$ cat src/rtl/clk_ratio_meter.sv
// Measures period and high time of a slow divided clock in system-clock cycles,
// with lock and timeout tracking. Define CLK_RATIO_METER_SYNC_EN to add a two-flop synchronizer on I_SIG.
module clk_ratio_meter #(
  parameter int CNT_W        = 16,
  parameter int LOCK_MATCHES = 2
) (
  input  logic             I_CLK,
  input  logic             rst,
  input  logic             I_SIG,
  output logic [CNT_W-1:0] O_PERIOD,
  output logic [CNT_W-1:0] O_HIGH,
  output logic             O_VALID,
  output logic             O_LOCKED,
  output logic             O_ERR
);

`ifdef CLK_RATIO_METER_SYNC_EN
  localparam int STAGES = 3;
`else
  localparam int STAGES = 1;
`endif

  localparam logic [CNT_W-1:0] CNT_MAX = '1;
  localparam logic [3:0]       LOCK_N  = 4'(LOCK_MATCHES);

  typedef enum logic {IDLE, RUN} state_t;

  // Sampler chain; each stage carries a valid bit so stale reset zeros never look like an edge.
  logic [STAGES-1:0] smp_q, smp_d;
  logic [STAGES-1:0] smp_vld_q, smp_vld_d;
  logic              s_prev_q, s_prev_d;
  logic              prev_vld_q, prev_vld_d;

  state_t            state_q, state_d;
  logic [CNT_W-1:0]  per_cnt_q, per_cnt_d;
  logic [CNT_W-1:0]  high_cnt_q, high_cnt_d;
  logic [CNT_W-1:0]  cap_period_q, cap_period_d;
  logic [CNT_W-1:0]  cap_high_q, cap_high_d;
  logic [3:0]        match_q, match_d;
  logic              pub_q, pub_d;
  logic              tmo_q, tmo_d;

  logic [CNT_W-1:0]  period_out_q, period_out_d;
  logic [CNT_W-1:0]  high_out_q, high_out_d;
  logic              valid_out_q, valid_out_d;
  logic              locked_out_q, locked_out_d;
  logic              err_out_q, err_out_d;

  logic s;
  logic s_vld;
  logic rise;

  assign s     = smp_q[STAGES-1];
  assign s_vld = smp_vld_q[STAGES-1];
  assign rise  = prev_vld_q & s & ~s_prev_q;

  always_comb begin
    smp_d        = smp_q;
    smp_vld_d    = smp_vld_q;
    smp_d[0]     = I_SIG;
    smp_vld_d[0] = 1'b1;
    for (int i = 1; i < STAGES; i++) begin
      smp_d[i]     = smp_q[i-1];
      smp_vld_d[i] = smp_vld_q[i-1];
    end
    s_prev_d   = s;
    prev_vld_d = s_vld;
  end

  always_comb begin
    state_d      = state_q;
    per_cnt_d    = per_cnt_q;
    high_cnt_d   = high_cnt_q;
    cap_period_d = cap_period_q;
    cap_high_d   = cap_high_q;
    match_d      = match_q;
    pub_d        = 1'b0;
    tmo_d        = 1'b0;

    case (state_q)
      IDLE: begin
        if (rise) begin
          per_cnt_d  = CNT_W'(1);
          high_cnt_d = CNT_W'(1);
          state_d    = RUN;
        end
      end
      RUN: begin
        if (rise) begin
          cap_period_d = per_cnt_q;
          cap_high_d   = high_cnt_q;
          pub_d        = 1'b1;
          // cap_period_q still holds the previously published period here.
          if (per_cnt_q == cap_period_q) begin
            match_d = (match_q >= LOCK_N) ? LOCK_N : 4'(match_q + 4'd1);
          end else begin
            match_d = 4'd1;
          end
          per_cnt_d  = CNT_W'(1);
          high_cnt_d = CNT_W'(1);
        end else if (per_cnt_q == CNT_MAX) begin
          tmo_d   = 1'b1;
          match_d = 4'd0;
          state_d = IDLE;
        end else begin
          per_cnt_d = per_cnt_q + CNT_W'(1);
          if (s && (high_cnt_q != CNT_MAX)) begin
            high_cnt_d = high_cnt_q + CNT_W'(1);
          end
        end
      end
      default: state_d = IDLE;
    endcase
  end

  always_comb begin
    period_out_d = period_out_q;
    high_out_d   = high_out_q;
    locked_out_d = locked_out_q;
    err_out_d    = err_out_q;
    valid_out_d  = pub_q;
    if (pub_q) begin
      period_out_d = cap_period_q;
      high_out_d   = cap_high_q;
      locked_out_d = (match_q >= LOCK_N);
    end
    if (tmo_q) begin
      err_out_d    = 1'b1;
      locked_out_d = 1'b0;
    end
  end

  always_ff @(posedge I_CLK) begin
    if (!rst) begin
      smp_q        <= '0;
      smp_vld_q    <= '0;
      s_prev_q     <= 1'b0;
      prev_vld_q   <= 1'b0;
      state_q      <= IDLE;
      per_cnt_q    <= '0;
      high_cnt_q   <= '0;
      cap_period_q <= '0;
      cap_high_q   <= '0;
      match_q      <= '0;
      pub_q        <= 1'b0;
      tmo_q        <= 1'b0;
      period_out_q <= '0;
      high_out_q   <= '0;
      valid_out_q  <= 1'b0;
      locked_out_q <= 1'b0;
      err_out_q    <= 1'b0;
    end else begin
      smp_q        <= smp_d;
      smp_vld_q    <= smp_vld_d;
      s_prev_q     <= s_prev_d;
      prev_vld_q   <= prev_vld_d;
      state_q      <= state_d;
      per_cnt_q    <= per_cnt_d;
      high_cnt_q   <= high_cnt_d;
      cap_period_q <= cap_period_d;
      cap_high_q   <= cap_high_d;
      match_q      <= match_d;
      pub_q        <= pub_d;
      tmo_q        <= tmo_d;
      period_out_q <= period_out_d;
      high_out_q   <= high_out_d;
      valid_out_q  <= valid_out_d;
      locked_out_q <= locked_out_d;
      err_out_q    <= err_out_d;
    end
  end

  assign O_PERIOD = period_out_q;
  assign O_HIGH   = high_out_q;
  assign O_VALID  = valid_out_q;
  assign O_LOCKED = locked_out_q;
  assign O_ERR    = err_out_q;

endmodule

$ cat config.mk
export PLATFORM = sky130hd
export DESIGN_NAME = clk_ratio_meter
export DESIGN_NICKNAME = d
export VERILOG_FILES = /design/src/rtl/clk_ratio_meter.sv
export SDC_FILE = /design/constraint.sdc
export NUM_CORES = 1
export LEC_CHECK = 0
export CORE_ASPECT_RATIO = 1.1
export CORE_UTILIZATION = 30
export DETAILED_ROUTE_END_ITERATION = 10
export SYNTH_ARGS = -nofsm -noshare
export SYNTH_HDL_FRONTEND = slang
export SYNTH_SLANG_ARGS = --single-unit
export TNS_END_PERCENT = 50
$ cat constraint.sdc
create_clock -name I_CLK -period 2.1 [get_ports I_CLK]
set_input_delay 0.21 -clock I_CLK [delete_from_list [all_inputs] [get_ports I_CLK]]
set_output_delay 0.21 -clock I_CLK [all_outputs]
set_load 0.02 [all_outputs]
## Yosys cells after proc, flatten, opt, wreduce, memory -nomap -nowiden

Cells that the tools add are included.

| word-level totals | value |
|---|---|
| bits in registers | 110 |

| operators by class | value |
|---|---|
| bitwise logic cells | 5 |
| $lt $le $gt $ge | 1 |
| reductions and logical operators | 9 |
| add/subtract/negate cells | 3 |
| muxes and demuxes | 18 |
| eq/ne operators | 6 |

Operators by type and width:

| kind | count |
|---|---|
| $mux W16 | 6 |
| $pmux W16 S2 | 2 |
| $add A16 B1 Y16 const B | 2 |
| $eq A16 B16 Y1 | 1 |
| $eq A16 B16 Y1 const B | 1 |
| $mux W4 | 4 |
| $ne A16 B16 Y1 const B | 1 |
| $reduce_and A2 Y1 | 4 |
| $mux W1 | 5 |
| $add A4 B1 Y4 const B | 1 |
| $ge A4 B2 Y1 const B | 1 |
| $ne A3 B1 Y1 const B | 1 |
| $ne A3 B3 Y1 const B | 1 |
| $not A1 Y1 | 3 |
| $reduce_and A3 Y1 | 1 |
| $reduce_or A3 Y1 | 1 |
| $and A1 B1 Y1 | 2 |
| $ne A2 B2 Y1 const B | 1 |
| $pmux W1 S2 | 1 |
| $reduce_bool A2 Y1 | 1 |
| $reduce_or A2 Y1 | 1 |
| $logic_and A1 B1 Y1 | 1 |

## Logic depth before layout (Yosys ltp)

Gate-level depths: netlist (run 1).

| depth | value |
|---|---|
| depth in word-level cells | 6 |
| depth in mapped cells | 7 |
| mapped depth without buffers | 6 |

## Worst setup path after synthesis (run 1)

OpenSTA, ideal clock, no wires.

| timing path | value |
|---|---|
| path kind | register to register |
| from | register per_cnt_q[0] |
| to | register high_cnt_q[9] |
| stages on the path, launching flop included | 8 |
| setup slack | 0.338 ns |
| arrival | 1.639 ns |
| period minus slack after synthesis | 1.762 ns |
| buffers on the path | 1 |
| data required time | 1.977 ns |
| cell sequence | dfxtp_1 -> ha_1 -> nand3_1 -> o41ai_2 -> buf_4 -> nor2_2 -> nand4_1 -> mux2_1 |

| on the way | value |
|---|---|
| cells in the longest elaborated chain, start to end | 3 |

RTL lines:

| element | line | text |
|---|---|---|
| from (decl) | 35 | `logic [CNT_W-1:0] per_cnt_q, per_cnt_d;` |
| from (signal assigned) | 158 | `per_cnt_q <= per_cnt_d;` |
| $eq A16 B16 Y1 | 101 | `end else if (per_cnt_q == CNT_MAX) begin` |
| $ne A3 B3 Y1 (no line) | -- |  |
| $reduce_and A3 Y1 (no line) | -- |  |
| to (signal assigned) | 159 | `high_cnt_q <= high_cnt_d;` |
| to (decl) | 36 | `logic [CNT_W-1:0] high_cnt_q, high_cnt_d;` |

Every way passes these cells.
A chain may end at the register's enable or synchronous reset.

## Worst setup path in the final report (run 1)

Ends and elaborated chain as after synthesis.

==> flow_summary.ini, run 1 <==
[routing]
drt_pass1_iterations = 4
postRouteAntennaNets = 0
remaining_drc_errors = 0
routedWlPerCell_um = 12.8
via_count = 3471
viasPerCell = 4.70
drt_iter0_drc = 230
drt_wl_total_mm = 9.43

[global_routing]
top_usage_layer = met2
grt_pass1_wl_mm = 16.4
globalRouteMet1Util = 0.167
use_met2 = 0.218
grt_pass1_vias = 3453
grt_max_degree = 70
grt-ovfl-total = 0
use_met3 = 0.0275
antenna_found_initial = 0
grt_usage = 0.133

[layout]
design_area_mm2 = 0.00549
fin_util = 0.379
fin_nets = 549
n_antenna_cell = 0
syn_to_final_growth_pct = 22.4
layout-drive-gt1-share = 0.0932

[clock_network]
clockBufferDepth = 2
numCtsBuffers = 9
cts_tree = built
clk_latency_ns = 0.35
clkTransAtPathRegs_ns = 0.07
postCtsHoldBufs = 0
clkSinkCount = 110
cts_max_level = 3
root_buffer = clkbuf_16
cts_setup_buffers = 0

[synth]
synthTopCellsByArea = dfxtp_1 49%, mux2i_1 7.4%, nand2_1 6.3%
synth-adder-area-share = 0.0112
synthArstFlopShare = 0
syn_area_mm2 = 0.00449
synthCells = 503
synth_edf_count = 0
ys_seq_elements = 110
synth_top_family_by_area = simple AND/OR/NAND/NOR gates
synth_top_area_frac = 0.491
synth_area_leader_cell = dfxtp_1
synthesis.nets = 510
synthMuxAreaShare = 0.0762
ys_seq_area_frac = 0.491
synth_ff_type = dfxtp_1
yosysWarnings = 0
synth.avg_cell_area_um2 = 8.92
ys_types = 41
synth-xor-area-share = 0.0840
synth_compound_area_frac = 0.0706
synthSimpleGateAreaFrac = 0.227

[floorplan]
io_pins = 38
die_x_um = 119
start_util = 0.309
core-area_mm2 = 0.0145
dieArea_mm2 = 0.0154
row_count = 46
die_y_um = 130

[power]
power_frac_seq = 0.537
net-switching-power_mw = 0.827
swShare = 0.212
p_leak_nw = 1.93
p_int_mw = 3.08
peakVddDrop_v = 0.000374
power_mw = 3.91
powerDensity_mw_per_mm2 = 711
p_comb_frac = 0.022
pwr-share-clk = 0.440

[setup_path]
arrival_ns = 2.22
crit_type = reg2reg
ff2ff_path_depth = 7
start_kind = flip-flop
end_kind = flip-flop
required_ns = 2.33
critPathMaxFanout = 20

[timing]
period_minus_slack_ns = 1.99
timing.final.hold_violations = 0
finalCritPeriodShare = 0.947
drv_slew = 0
slew_headroom = 0.586
finalSetupViolCount = 0
max_freq_mhz = 503
fin_skew_ns = 0.00749
tightest_slew_ns = 0.616

[placed_design]
hpwl_mm = 6.56
io_buffer_count = 37
place_congestion = 0.828
placed_cell_area_mm2 = 0.00518

[flow_run]
maxCapViolations = 0

[outcome]
outcome = complete, no violations

[hold_path]
min_path_type = reg2reg
holdPathStages = 1
## what timing repair did
item,in CTS,in global routing
resized for setup,0,2
setup endpoints to repair,0,1
endpoints found under the hold margin,0,0
## final timing paths
path	slack, ns	to	from
max	0.11	high_cnt_q[9]$_SDFFE_PN0P_	per_cnt_q[0]$_SDFFE_PN0P_
min reg2reg	0.44	prev_vld_q$_SDFF_PN0_	prev_vld_d$_DFF_P_
min	0.44	prev_vld_q$_SDFF_PN0_	prev_vld_d$_DFF_P_
max reg2reg	0.11	high_cnt_q[9]$_SDFFE_PN0P_	per_cnt_q[0]$_SDFFE_PN0P_
## state kept, by name, summed over array words and instances (netlist names)
name,count
O_ERR,1
O_HIGH,16
O_LOCKED,1
O_PERIOD,16
O_VALID,1
cap_high_q,16
cap_period_q,16
high_cnt_q,16
match_q,4
per_cnt_q,16
prev_vld_d,1
prev_vld_q,1
pub_q,1
s,1
s_prev_q,1
state_q,1
tmo_q,1
## metal layers
layer	part of all wire	wire length [um]
met1	0.49	4590
met2	0.46	4350
met3	0.028	265
met4	0.023	220
met5	0	0
## critical path, stage by stage, from the launching register on
cell	delay [ns]
dfxtp_1	0.42
ha_1	0.23
nand3_1	0.20
o41ai_4	0.30
buf_12	0.20
nor2_2	0.07
nand4_1	0.12
mux2_1	0.33
## cell usage after synthesis, types with 6 or more instances
master,instances
dfxtp_1,110
nand2_1,75
nor2_1,66
a21oi_1,38
mux2i_1,33
xnor2_1,24
clkbuf_1,20
xor2_1,19
nor3_1,16
nand3_1,13
nor4_1,13
buf_2,12
nand4_1,9
inv_1,8
and2_1,6
## area by class of cell
class                           count  area, um^2
Multi-Input combinational cell    350        2110
Fill cell                        1456        9010
Sequential cell                   110        2200
Tap cell                          192         240
Timing Repair Buffer               62         596
Clock buffer                       11         243
Clock inverter                      5        58.8
Inverter                            9        33.8
## cell families after synthesis
family / after synthesis
AND/OR/NAND/NOR: 217
flip-flops: 110
AO/OA/AOI/OAI: 52
XOR/XNOR: 43
buffers and inverters: 43
multiplexers: 34
adder cells (fa/ha/maj): 4
## power by group through the flow
| stage | clock network, mW | logic (mW) | registers (mW) |
|---|---|---|---|
| global placement | 0 | 0.0840 | 2.15 |
| CTS | 1.76 | 0.0871 | 2.10 |
| finish | 1.72 | 0.0876 | 2.10 |
| global route | 1.84 | 0.0958 | 2.10 |
| detailed placement | 0 | 0.0864 | 2.15 |
| floorplan | 0 | 0.0537 | 2.15 |
## stage by stage
stage | hold WS (ns) | instances | setup slack (ns) | setup TNS (ns)
detailed placement | 0.422 | 723 | 0.123 | 0
global route | 0.460 | 739 | -0.00142 | -0.00142
finish | 0.436 | 739 | 0.111 | 0
global placement | 0.415 | 723 | 0.176 | 0
floorplan | 0.238 | 503 | 0.338 | 0
CTS | 0.440 | 739 | 0.0851 | 0
## cell usage in the layout (no fill, tap or decap), types with 2 or more instances in the layout
cell type / n
clkbuf_16: 9
inv_1: 8
xnor2_1: 24
nor3_1: 16
and2_1: 6
buf_4: 22
nand2_1: 75
buf_12: 3
ha_1: 4
and4_1: 5
nor2_1: 66
nand3_1: 13
mux2i_1: 33
o21ai_0: 3
dfxtp_2: 2
clkdlybuf4s50_1: 37
xor2_1: 19
clkinvlp_4: 2
a21oi_1: 38
nor4_1: 13
nand4_1: 9
dfxtp_1: 108
and3_1: 4
nand4_2: 3
Power figures use the tool's default switching activity.
==> run 2, diff against run 1 <==
DONT_BUFFER_PORTS = 1   (was unset)
PLACE_DENSITY = 0.5   (was unset)
clock period = 2.34 ns   (was 2.1 ns; I/O delays follow)
==> flow_summary.ini, run 2 (synthesized netlist as in run 1, its figures left out) <==
[clock_network]
numCtsBuffers = 9
root_buffer = clkbuf_16
cts_max_level = 3
clk_latency_ns = 0.35
clockBufferDepth = 2
clkTransAtPathRegs_ns = 0.07
clkSinkCount = 110
cts_tree = built

[setup_path]
cp_slowest_stage_delay_ns = 0.51
end_kind = flip-flop
crit_type = reg2reg
slowest_stage = dfxtp_1
critPathMaxFanout = 20
required_ns = 2.58
start_kind = flip-flop
arrival_ns = 2.27
path_cells = nand4_2 -> o41ai_2 -> buf_12 -> nor2_2 -> nand4_1 -> mux2_1

[global_routing]
grt_pass1_wl_mm = 15.4
grt-ovfl-total = 0
use_met2 = 0.186
grt_usage = 0.125
grt_pass1_vias = 2941
grt_max_degree = 37
use_met3 = 0.0271
antenna_found_initial = 0
top_usage_layer = met2
globalRouteMet1Util = 0.175

[layout]
n_antenna_cell = 0
final_cell_mix = 109 x dfxtp_1, 75 x nand2_1, 66 x nor2_1
final_common_cell = dfxtp_1
fin_nets = 503
layout-drive-gt1-share = 0.0838
fin_cells = 693
syn_to_final_growth_pct = 13.0

[routing]
routedWlPerCell_um = 13.7
via_count = 3283
drt_pass1_iterations = 4
postRouteAntennaNets = 0
viasPerCell = 4.74
remaining_drc_errors = 0
drt_iter0_drc = 223
drt_wl_total_mm = 9.47

[hold_path]
min_path_type = in2reg

[timing]
rsz0062_at_grt = false
timing.final.hold_violations = 0
slew_headroom = 0.606
finalSetupViolCount = 0
max_freq_mhz = 492
tightest_slew_ns = 0.591
finalCritPeriodShare = 0.868
drv_slew = 0
period_minus_slack_ns = 2.03
hold_slack_ns = 0.0190
fin_skew_ns = 0.00876
setup_tns_ns = 0

[outcome]
outcome = complete, no violations

[placed_design]
place_congestion = 0.824
io_buffer_count = 0
placed_cells = 676
hpwl_mm = 6.55

[floorplan]
die_y_um = 130
start_util = 0.309
row_count = 46
die_x_um = 119
io_pins = 38
dieArea_mm2 = 0.0154
core-area_mm2 = 0.0145

[power]
p_leak_nw = 1.78
net-switching-power_mw = 0.761
power_frac_seq = 0.518
power_mw = 3.63
p_int_mw = 2.87
p_comb_frac = 0.019
peakVddDrop_v = 0.000313
pwr-share-clk = 0.462
swShare = 0.209
powerDensity_mw_per_mm2 = 717

[flow_run]
maxCapViolations = 0
==> run 2: changes by cell type in the layout (fill, tap and decap cells not counted), sizes merged, moves of 2 or more <==
cell	change
buf	-10
clkdlybuf4s50	-37
clkinvlp	-2
inv	+3
==> run 2: final cells by class <==
class	count	area [um^2]
timing repair buffer	16	148
multi-input combinational	350	2110
clock buffer	10	239
tap	192	240
inverter	9	33.8
fill	1473	9430
sequential	110	2200
clock inverter	6	91.3
==> run 2: worst max-delay path, delay by kind of cell, from the launching register on <==
kind | cells | cell delay (ns)
buffers and inverters | 1 | 0.21
and+or+nand+nor | 3 | 0.40
AOI/OAI and AO/OA | 1 | 0.47
muxes | 1 | 0.32
DFF | 1 | 0.51
==> run 2: metrics by stage <==
step	util	area, um^2	setup slack [ns]
final	0.350	5070	0.309
after global routing	0.350	5070	0.134
after CTS	0.349	5060	0.199
after detailed placement	0.325	4720	0.225
after global placement	0.325	4720	0.344
after floorplan	-	4490	0.578
==> run 2: path summary, 6_finish.rpt <==
path | from | end | slack (ns) | depth (start not counted)
max | per_cnt_q[3]$_SDFFE_PN0P_ | high_cnt_q[9]$_SDFFE_PN0P_ | 0.31 | 6
min | rst | s$_SDFF_PN0_ | 0.02 | 1
max reg2reg | per_cnt_q[3]$_SDFFE_PN0P_ | high_cnt_q[9]$_SDFFE_PN0P_ | 0.31 | 6
min reg2reg | prev_vld_d$_DFF_P_ | prev_vld_q$_SDFF_PN0_ | 0.44 | 1
==> run 2: power by group through the flow <==
stage / sequential (mW) / combinational [mW] / clock [mW]
2_1_floorplan: 1.93 / 0.0482 / 0
3_3_place_gp: 1.93 / 0.0682 / 0
3_5_place_dp: 1.93 / 0.0685 / 0
4_1_cts: 1.88 / 0.0703 / 1.72
5_1_grt: 1.89 / 0.0767 / 1.81
6_report: 1.88 / 0.0697 / 1.68
==> run 2: per-layer routing <==
metal	vias up	share of wire	wire, um
met4	0	0.017	163
met5	-	0	0
met2	51	0.43	4100
li1	1686	-	-
met3	11	0.034	318
met1	1535	0.52	4880
==> run 2: repair_timing <==
action | 4_1_cts | 5_1_grt
hold endpoints to repair | 3 | 0
hold buffers | 1 | 0
gates resized for setup | 0 | 1
setup buffers | 0 | 0
setup endpoints to repair | 0 | 1
